File: config.mk
export PLATFORM = sky130hd
export DESIGN_NAME = led_pattern_sequencer
export DESIGN_NICKNAME = d
export VERILOG_FILES = /design/src/rtl/led_pattern_sequencer_pkg.sv /design/src/rtl/led_pattern_sequencer_tick_gen.sv /design/src/rtl/led_pattern_sequencer.sv
export SDC_FILE = /design/constraint.sdc
export NUM_CORES = 1
export LEC_CHECK = 0
export CORE_MARGIN = 10
export CORE_UTILIZATION = 60
export CTS_CLUSTER_DIAMETER = 30
export CTS_CLUSTER_SIZE = 14
export DETAILED_ROUTE_END_ITERATION = 6
export GPL_TIMING_DRIVEN = 1
export HOLD_SLACK_MARGIN = 0.02
export MAX_ROUTING_LAYER = met4
export PLACE_DENSITY = 0.91
export SETUP_SLACK_MARGIN = 0.4
export SLEW_MARGIN = 20
export SYNTH_ARGS = -nofsm -noshare
export SYNTH_HDL_FRONTEND = slang
export SYNTH_HIERARCHICAL = 1
export SYNTH_SLANG_ARGS = --single-unit
File: constraint.sdc
create_clock -name ledclk -period 7.9 [get_ports ledclk]
set_input_delay 0.79 -clock ledclk [delete_from_list [all_inputs] [get_ports ledclk]]
set_output_delay 0.79 -clock ledclk [all_outputs]
set_load 0.02 [all_outputs]
File: src/rtl/led_pattern_sequencer_pkg.sv
// Shared definitions for the LED pattern sequencer: MMIO address map,
// mode encodings and FSM state codes.
package led_pattern_sequencer_pkg;

  localparam int DATA_W_DEF = 16;

  localparam logic [1:0] ADDR_DIRECT  = 2'b00;
  localparam logic [1:0] ADDR_MODE    = 2'b01;
  localparam logic [1:0] ADDR_PERIOD  = 2'b10;
  localparam logic [1:0] ADDR_PATTERN = 2'b11;

  localparam logic [1:0] MODE_DIRECT = 2'b00;
  localparam logic [1:0] MODE_BLINK  = 2'b01;
  localparam logic [1:0] MODE_SCROLL = 2'b10;

  typedef enum logic [1:0] {
    S_DIRECT    = 2'b00,
    S_BLINK_ON  = 2'b01,
    S_BLINK_OFF = 2'b10,
    S_SCROLL    = 2'b11
  } state_t;

endpackage

File: src/rtl/led_pattern_sequencer_tick_gen.sv
// Pattern tick source: prescaler producing a base tick, then a period counter
// that fires once every (period+1) base ticks. clr restarts a full period.
module led_tick_gen #(
  parameter int PRESCALE = 100000,
  parameter int PS_W     = 17
) (
  input  logic        ledclk,
  input  logic        ledrst,
  input  logic        clr,
  input  logic [15:0] period,
  output logic        tick
);

  logic [PS_W-1:0] ps_cnt;
  logic [15:0]     per_cnt;
  logic            base_tick;
  logic            per_hit;

  assign base_tick = (ps_cnt == PS_W'(PRESCALE - 1));
  assign per_hit   = (per_cnt == period);
  assign tick      = base_tick && per_hit && !clr;

  always_ff @(posedge ledclk) begin
    if (ledrst || clr) begin
      ps_cnt  <= '0;
      per_cnt <= '0;
    end else if (base_tick) begin
      ps_cnt  <= '0;
      per_cnt <= per_hit ? 16'd0 : per_cnt + 16'd1;
    end else begin
      ps_cnt  <= ps_cnt + PS_W'(1);
    end
  end

endmodule

File: src/rtl/led_pattern_sequencer.sv
// CPU-facing LED driver front end: MMIO register file, direct/blink/scroll
// sequencing FSM and single-cycle registered write pulses to the driver.
//
//   state       | meaning
//   S_DIRECT    | CPU DIRECT writes forwarded, ticks ignored
//   S_BLINK_ON  | PATTERN shown, next tick blanks
//   S_BLINK_OFF | blank shown, next tick shows PATTERN
//   S_SCROLL    | shown rotated by one bit per tick
module led_pattern_sequencer
  import led_pattern_sequencer_pkg::*;
#(
  parameter int          DATA_W     = DATA_W_DEF,
  parameter int          PRESCALE   = 100000,
  parameter int          PS_W       = 17,
  parameter logic [15:0] DEF_PERIOD = 16'd250
) (
  input  logic              ledclk,
  input  logic              ledrst,
  input  logic              cpu_cs,
  input  logic              cpu_write,
  input  logic [1:0]        cpu_addr,
  input  logic [DATA_W-1:0] cpu_wdata,
  output logic [DATA_W-1:0] cpu_rdata,
  output logic              drv_cs,
  output logic              drv_write,
  output logic [DATA_W-1:0] drv_data,
  output logic              busy
);

  logic [DATA_W-1:0] direct_q, pattern_q, shown_q, shown_d, pdata_d;
  logic [2:0]        mode_q;
  logic [15:0]       period_q;
  state_t            state_q, state_d;
  logic              wr, tick, tick_clr, pulse_d;
  logic [DATA_W-1:0] rot_l, rot_r;

  assign wr       = cpu_cs && cpu_write;
  assign tick_clr = wr && (cpu_addr != ADDR_DIRECT);
  assign rot_l    = {shown_q[DATA_W-2:0], shown_q[DATA_W-1]};
  assign rot_r    = {shown_q[0], shown_q[DATA_W-1:1]};
  assign busy     = (state_q != S_DIRECT);

  led_tick_gen #(.PRESCALE(PRESCALE), .PS_W(PS_W)) u_tick (
    .ledclk (ledclk),
    .ledrst (ledrst),
    .clr    (tick_clr),
    .period (period_q),
    .tick   (tick)
  );

  always_comb begin
    unique case (cpu_addr)
      ADDR_DIRECT:  cpu_rdata = direct_q;
      ADDR_MODE:    cpu_rdata = DATA_W'(mode_q);
      ADDR_PERIOD:  cpu_rdata = DATA_W'(period_q);
      ADDR_PATTERN: cpu_rdata = pattern_q;
    endcase
  end

  // Any CPU write takes the cycle; a coincident tick is simply lost.
  always_comb begin
    state_d = state_q;
    shown_d = shown_q;
    pulse_d = 1'b0;
    pdata_d = '0;
    if (wr) begin
      unique case (cpu_addr)
        ADDR_DIRECT: begin
          if (state_q == S_DIRECT) begin
            pulse_d = 1'b1;
            pdata_d = cpu_wdata;
          end
        end
        ADDR_MODE: begin
          pulse_d = 1'b1;
          case (cpu_wdata[1:0])
            MODE_BLINK: begin
              state_d = S_BLINK_ON;
              pdata_d = pattern_q;
            end
            MODE_SCROLL: begin
              state_d = S_SCROLL;
              shown_d = pattern_q;
              pdata_d = pattern_q;
            end
            default: begin
              state_d = S_DIRECT;
              pdata_d = direct_q;
            end
          endcase
        end
        ADDR_PERIOD: ;
        ADDR_PATTERN: begin
          if (state_q == S_BLINK_ON || state_q == S_BLINK_OFF) begin
            state_d = S_BLINK_ON;
            pulse_d = 1'b1;
            pdata_d = cpu_wdata;
          end else if (state_q == S_SCROLL) begin
            shown_d = cpu_wdata;
            pulse_d = 1'b1;
            pdata_d = cpu_wdata;
          end
        end
      endcase
    end else if (tick) begin
      unique case (state_q)
        S_DIRECT: ;
        S_BLINK_ON: begin
          state_d = S_BLINK_OFF;
          pulse_d = 1'b1;
          pdata_d = '0;
        end
        S_BLINK_OFF: begin
          state_d = S_BLINK_ON;
          pulse_d = 1'b1;
          pdata_d = pattern_q;
        end
        S_SCROLL: begin
          shown_d = mode_q[2] ? rot_r : rot_l;
          pulse_d = 1'b1;
          pdata_d = mode_q[2] ? rot_r : rot_l;
        end
      endcase
    end
  end

  always_ff @(posedge ledclk) begin
    if (ledrst) begin
      direct_q  <= '0;
      mode_q    <= '0;
      period_q  <= DEF_PERIOD;
      pattern_q <= DATA_W'(1);
      shown_q   <= '0;
      state_q   <= S_DIRECT;
      drv_cs    <= 1'b0;
      drv_write <= 1'b0;
      drv_data  <= '0;
    end else begin
      if (wr) begin
        unique case (cpu_addr)
          ADDR_DIRECT:  direct_q  <= cpu_wdata;
          ADDR_MODE:    mode_q    <= cpu_wdata[2:0];
          ADDR_PERIOD:  period_q  <= cpu_wdata[15:0];
          ADDR_PATTERN: pattern_q <= cpu_wdata;
        endcase
      end
      state_q   <= state_d;
      shown_q   <= shown_d;
      drv_cs    <= pulse_d;
      drv_write <= pulse_d;
      if (pulse_d) drv_data <= pdata_d;
    end
  end

endmodule
# == Word level (Yosys, flattened, before mapping) ==
# Index checks and enable logic that the tools add are counted.
# word_totals
ramBits,0
regBits,119
latch_bits,0
romBits,0
n_memories,0
# classes
shift,0
reduce_logical,23
n_mux,31
eq_ne,15
addsub,2
div,0
mul,0
n_lt_le_gt_ge,0
n_bitwise,0
# ops
op,count
16-bit 2-to-1 mux,14
16-bit one-hot mux with 2 select lines,2
16-bit one-hot mux with 4 select lines,1
16-bit one-hot mux with 3 select lines,1
17-bit by 1-bit adder with 17-bit output (second input constant),1
17-bit == test (second input constant),1
16-bit by 1-bit adder with 16-bit output (second input constant),1
16-bit == test,1
2-bit one-hot mux with 2 select lines,3
2-bit == test (second input constant),5
2-bit AND reduction,4
2-bit nonzero test,4
2-bit by 1-bit == test with 1-bit output (second input constant),3
1-bit 2-to-1 mux,6
2-bit 2-to-1 mux,3
3-bit != test (second input constant),2
6-bit AND reduction,1
1-bit logical AND,4
2-bit zero test,2
4-bit AND reduction,1
2-bit OR reduction,2
3-bit by 1-bit != test with 1-bit output (second input constant),1
3-bit by 2-bit != test with 1-bit output (second input constant),1
1-bit one-hot mux with 3 select lines,1
other kinds (5),6

# == Logic depth before layout (Yosys ltp) ==
# logic_depth
ltp_word,6
mapped_depth,11

# == Hierarchy ==
# Netlist, hierarchy kept.
# by_module_without_submodules
mod,area_each_um2,seq_area_each_um2,n_inst,cells_per_inst
led_pattern_sequencer,4820.9,1721.7,1,560
led_tick_gen,1686.6,660.6,1,189

# == Worst setup path after synthesis ==
# No wires, ideal clock.
# synth_path
path_kind,input to register
start,input port cpu_addr[1]
end,register shown_q[10]
setup_slack_ns,4.751
cell_stages,11
required_ns,7.804
path_buffers,5
t_arrival_ns,3.053
path_cell_list,buf_6 buf_2 nor2_1 clkbuf_1 nor2_1 nor3_1 nand3_1 and2_1 buf_2 buf_6 o41ai_2
# synth_between
elab_chain_len,6
word_cells_on_any_way,14
cone_classes,eq/ne: 6; mux: 2; reduce/logical: 6
# synth_lines
item,line_no,rtl
start: declaration,led_pattern_sequencer.sv:21,"input logic [1:0] cpu_addr,"
2-bit nonzero test,led_pattern_sequencer.sv:38,assign tick_clr = wr && (cpu_addr != ADDR_DIRECT);
1-bit logical AND,led_pattern_sequencer.sv:38,
net tick_clr,led_pattern_sequencer.sv:34,"logic wr, tick, tick_clr, pulse_d;"
1-bit zero test,led_pattern_sequencer_tick_gen.sv:21,assign tick = base_tick && per_hit && !clr;
1-bit logical AND,led_pattern_sequencer_tick_gen.sv:21,
net tick,led_pattern_sequencer.sv:34,
2-bit nonzero test (no source line),n/a,
6-bit AND reduction (no source line),n/a,
end signal: assignment,led_pattern_sequencer.sv:148,shown_q <= shown_d;
end: declaration,led_pattern_sequencer.sv:30,"logic [DATA_W-1:0] direct_q, pattern_q, shown_q, shown_d, pdata_d;"
# The timed path passes the listed nets, and every way through them passes these cells.
# A chain may end at the register's enable or synchronous reset.

# == Final worst setup path ==
# layout_path
start,input port cpu_addr[0]
end,register shown_q[4]
# The elaborated chain is that of the path after synthesis.

==> flow_summary.toml <==
[run_status]
run_status = "finished, violations left"
violations_in_the_final_reports = "DRC"

[setup_path]
r2r-end = "shown_q[4]"
r2r_setup_slack_ns = 4.06
cpMaxStageDelayCell = "nor2_1"
cpLargestDelayFamily = "simple AND/OR/NAND/NOR gates"
critical_path.reg2reg.startpoint = "u_tick/ps_cnt[0]"
worstSetupPathType = "input pin to flop"
crit_arrival_ns = 4.90
timing.critical_path.to_type = "flop"
rr_worst_depth = 7
critPathLaunchType = "input pin"
cp-startpoint = "cpu_addr[0]"
critical_path.endpoint = "shown_q[4]"
cp_num_buf_inv = 2
worst_path_largest_cell_delay_ns = 0.83
crit_chain = "clkdlybuf4s50_1, buf_4, nor2_1, nor2_1, nor3_1, nand3_1, and2_1, o41ai_1"
critical-path-top-cell-by-count = "nor2_1"
cp_max_fo = 45
crit_cells = 8
timing.critical_path.required_ns = 8.31

[timing]
tightestPinTransition_ns = 1.08
final.period_utilization_pct = 56.9
final_count_of_hold_timing_violations = 0
min_period_ns = 4.49
setup_viol = 0
clock.fmax_ghz = 0.223
setup_tns_ns = 0
final-max-slew-violation-count = 0
clock_skew_ns = 0.00782
max_slew_margin_pct = 27.7
hold-worst-slack_ns = 0.476
grt_setup_unrepaired = "false"

[detailed_routing]
routed_via_density = 6.70
route.final.wire_length_um = 19400
detailedRoute.firstPassIterationCount = 7
drtIter0Drc = 868
route.detailed.wl_per_inst_um = 21.2
antenna_left = 0
remaining_drc_errors = 1
detailroute.via_count = 6147

[synth]
post_synth.cell_area_avg_sq_um = 8.69
yosysWarnings = 6
synth_top_area_share_pct = 36.6
synth_area_sq_mm = 0.00651
synth_area_leader_cell = "dfxtp_1"
postSynthCellCount = 749
post-synth-top-count-cell = "nand2_1"
syn-num-nets = 780
synth-edff-count = 0
post_synthesis_sequential_area_ratio_pct = 36.6
netlist_top_cells_area = "dfxtp_1 37%, nand2_1 7.2%, mux2_2 4.7%"
ys_async_sr_fraction_pct = 0
synth_cell_type_count = 54
register_bit_total_from_synthesis = 119
synth-main-ff-cell = "dfxtp_1"
netlist_top_cells_count = "124 x nand2_1, 119 x dfxtp_1, 80 x nor2_1"

[floorplan]
die_x_um = 124
design.die.area_sq_mm = 0.0154
design.core.area_sq_mm = 0.0105
die_y_um = 124
num_rows = 37
floorplan.initialDensity_pct = 62.2
design.portCount = 57

[power]
power_per_cell_area_mw_per_mm2 = 208
vdd.ir_drop.worst_uv = 139
report.power.total_mw = 1.58
p_clk_share_pct = 51.2
power_frac_comb_pct = 9.3
p_leak_nw = 2.72
sw_share_pct = 24.2
power_report.internal_total_mw = 1.20
seq_power_share_pct = 39.6
switching_power_mw = 0.383

[final_layout]
layout.filler_cells = 796
instances_no_fill = 918
final_layout_size_suffix_gt1_share_pct = 12.0
antenna-diode-count = 0
net_count_of_the_finished_layout = 800
syn2layout_area_growth_pct = 16.7
postLayoutCellArea_sq_mm = 0.00760

[clock_tree]
clkTransAtPathRegs_ns = 0.06
cts_max_path_buffers = 2
cts.root.buffer_cell = "clkbuf_8"
clkLatencyLatePin_ns = 0.54
cts-resized-gates = 0
tritoncts = "built"
clkSinkCount = 119
total_of_hold_buffers_inserted_after_clock_tree_synthesis = 0
cts_inserted_buffers = 17
post_cts.repair.setup_buffers = 0
htree_levels = 4

[placement]
placed_wire_length_estimate_after_detailed_placement_um = 12800
gpl.final_weighted_congestion = 1.01
placed_cell_area_sq_mm = 0.00697
dpl.cell_count = 886
placement.io_buffers = 56

[grt]
largest_net_degree_at_the_start_of_global_routing = 104
antenna_found_initial = 0
grt_overflow_total = 0
grt_pass1_vias = 6073
grt_total_usage_pct = 26.7
wire_length_of_the_first_global_routing_pass_um = 31600

[run]
timing.max_cap.violations = 0

[min_path]
hold_path.class = "flop to flop"
[worst min path at each step]
stage                startpoint          endpoint  slack [ns]  depth (start not counted)
2_1_floorplan  u_tick/ps_cnt[0]  u_tick/ps_cnt[0]        0.43                          1
3_3_place_gp   u_tick/ps_cnt[0]  u_tick/ps_cnt[0]        0.44                          1
3_5_place_dp        direct_q[2]       direct_q[2]        0.47                          2
4_1_cts             direct_q[2]       direct_q[2]        0.47                          2
5_1_grt        u_tick/ps_cnt[0]  u_tick/ps_cnt[0]        0.50                          1
6_report       u_tick/ps_cnt[0]  u_tick/ps_cnt[0]        0.48                          1
[power by group through the flow]
stage,Sequential (mW),Clock [mW],Combinational [mW]
global placement,0.638,0,0.138
global route,0.627,0.842,0.156
floorplan,0.640,0,0.0867
finish,0.626,0.809,0.147
detailed placement,0.638,0,0.142
CTS,0.625,0.810,0.144
[final cells by class]
type | instances | area (sq um) | share of cell area (%)
clock buffer | 20 | 445 | 5.86
clock inverter | 12 | 175 | 2.31
inverter | 6 | 22.5 | 0.296
multi-input combinational | 566 | 3820 | 50.3
sequential | 119 | 2380 | 31.4
tap | 136 | 170 | 2.24
timing repair buffer | 59 | 578 | 7.61
[state kept, by name (all words and copies together), names as in the netlist]
register        flops
drv_write           1
u_tick/per_cnt     16
direct_q           16
mode_q              3
shown_q            16
state_q             2
u_tick/ps_cnt      17
drv_data           16
period_q           16
pattern_q          16
[kinds of logic after synthesis]
kind of cell / count (synthesis) / synth area share [%]
AO/OA/AOI/OAI: 133 / 16.5
XOR/XNOR: 46 / 6.19
adder cells (fa/ha/maj): 9 / 1.73
buffers and inverters: 64 / 4.79
flip-flops: 119 / 36.6
multiplexers: 50 / 8.83
AND/OR/NAND/NOR: 328 / 25.4
[layer usage]
| metal | up-vias | track usage [%] | part of all wire, % |
|---|---|---|---|
| li1 | 2746 | - | - |
| met1 | 2944 | 31.8 | 40 |
| met2 | 375 | 42.1 | 47 |
| met3 | 82 | 6.24 | 8.7 |
| met4 | 0 | 11.9 | 4.4 |
| met5 | - | - | 0 |
[per-stage QoR]
| stage | setup slack [ns] | utilization, % |
|---|---|---|
| final | 3.41 | 72.6 |
| after CTS | 3.64 | 72.5 |
| after detailed placement | 3.13 | 66.6 |
| after global routing | 3.17 | 72.6 |
| after global placement | 3.48 | 66.6 |
| after floorplan | 4.75 | - |
[cell usage in the layout (no fill, tap or decap), types with 6 or more instances in the layout]
cell type,n
nand2_1,124
dfxtp_1,119
nor2_1,79
clkdlybuf4s50_1,55
a21oi_1,44
xor2_1,28
mux2_2,27
nor3_1,21
and3_1,20
mux2i_1,18
xnor2_1,18
nand4b_1,17
a221oi_1,17
a311oi_1,17
nand3_1,16
a211oi_1,16
clkbuf_16,16
a22o_1,13
o41ai_2,10
ha_1,9
nor4_1,8
nand4_1,8
nand3b_1,7
inv_1,6
o41ai_1,6
clkinvlp_4,6
Note: power is estimated with default switching activity, not from simulation.
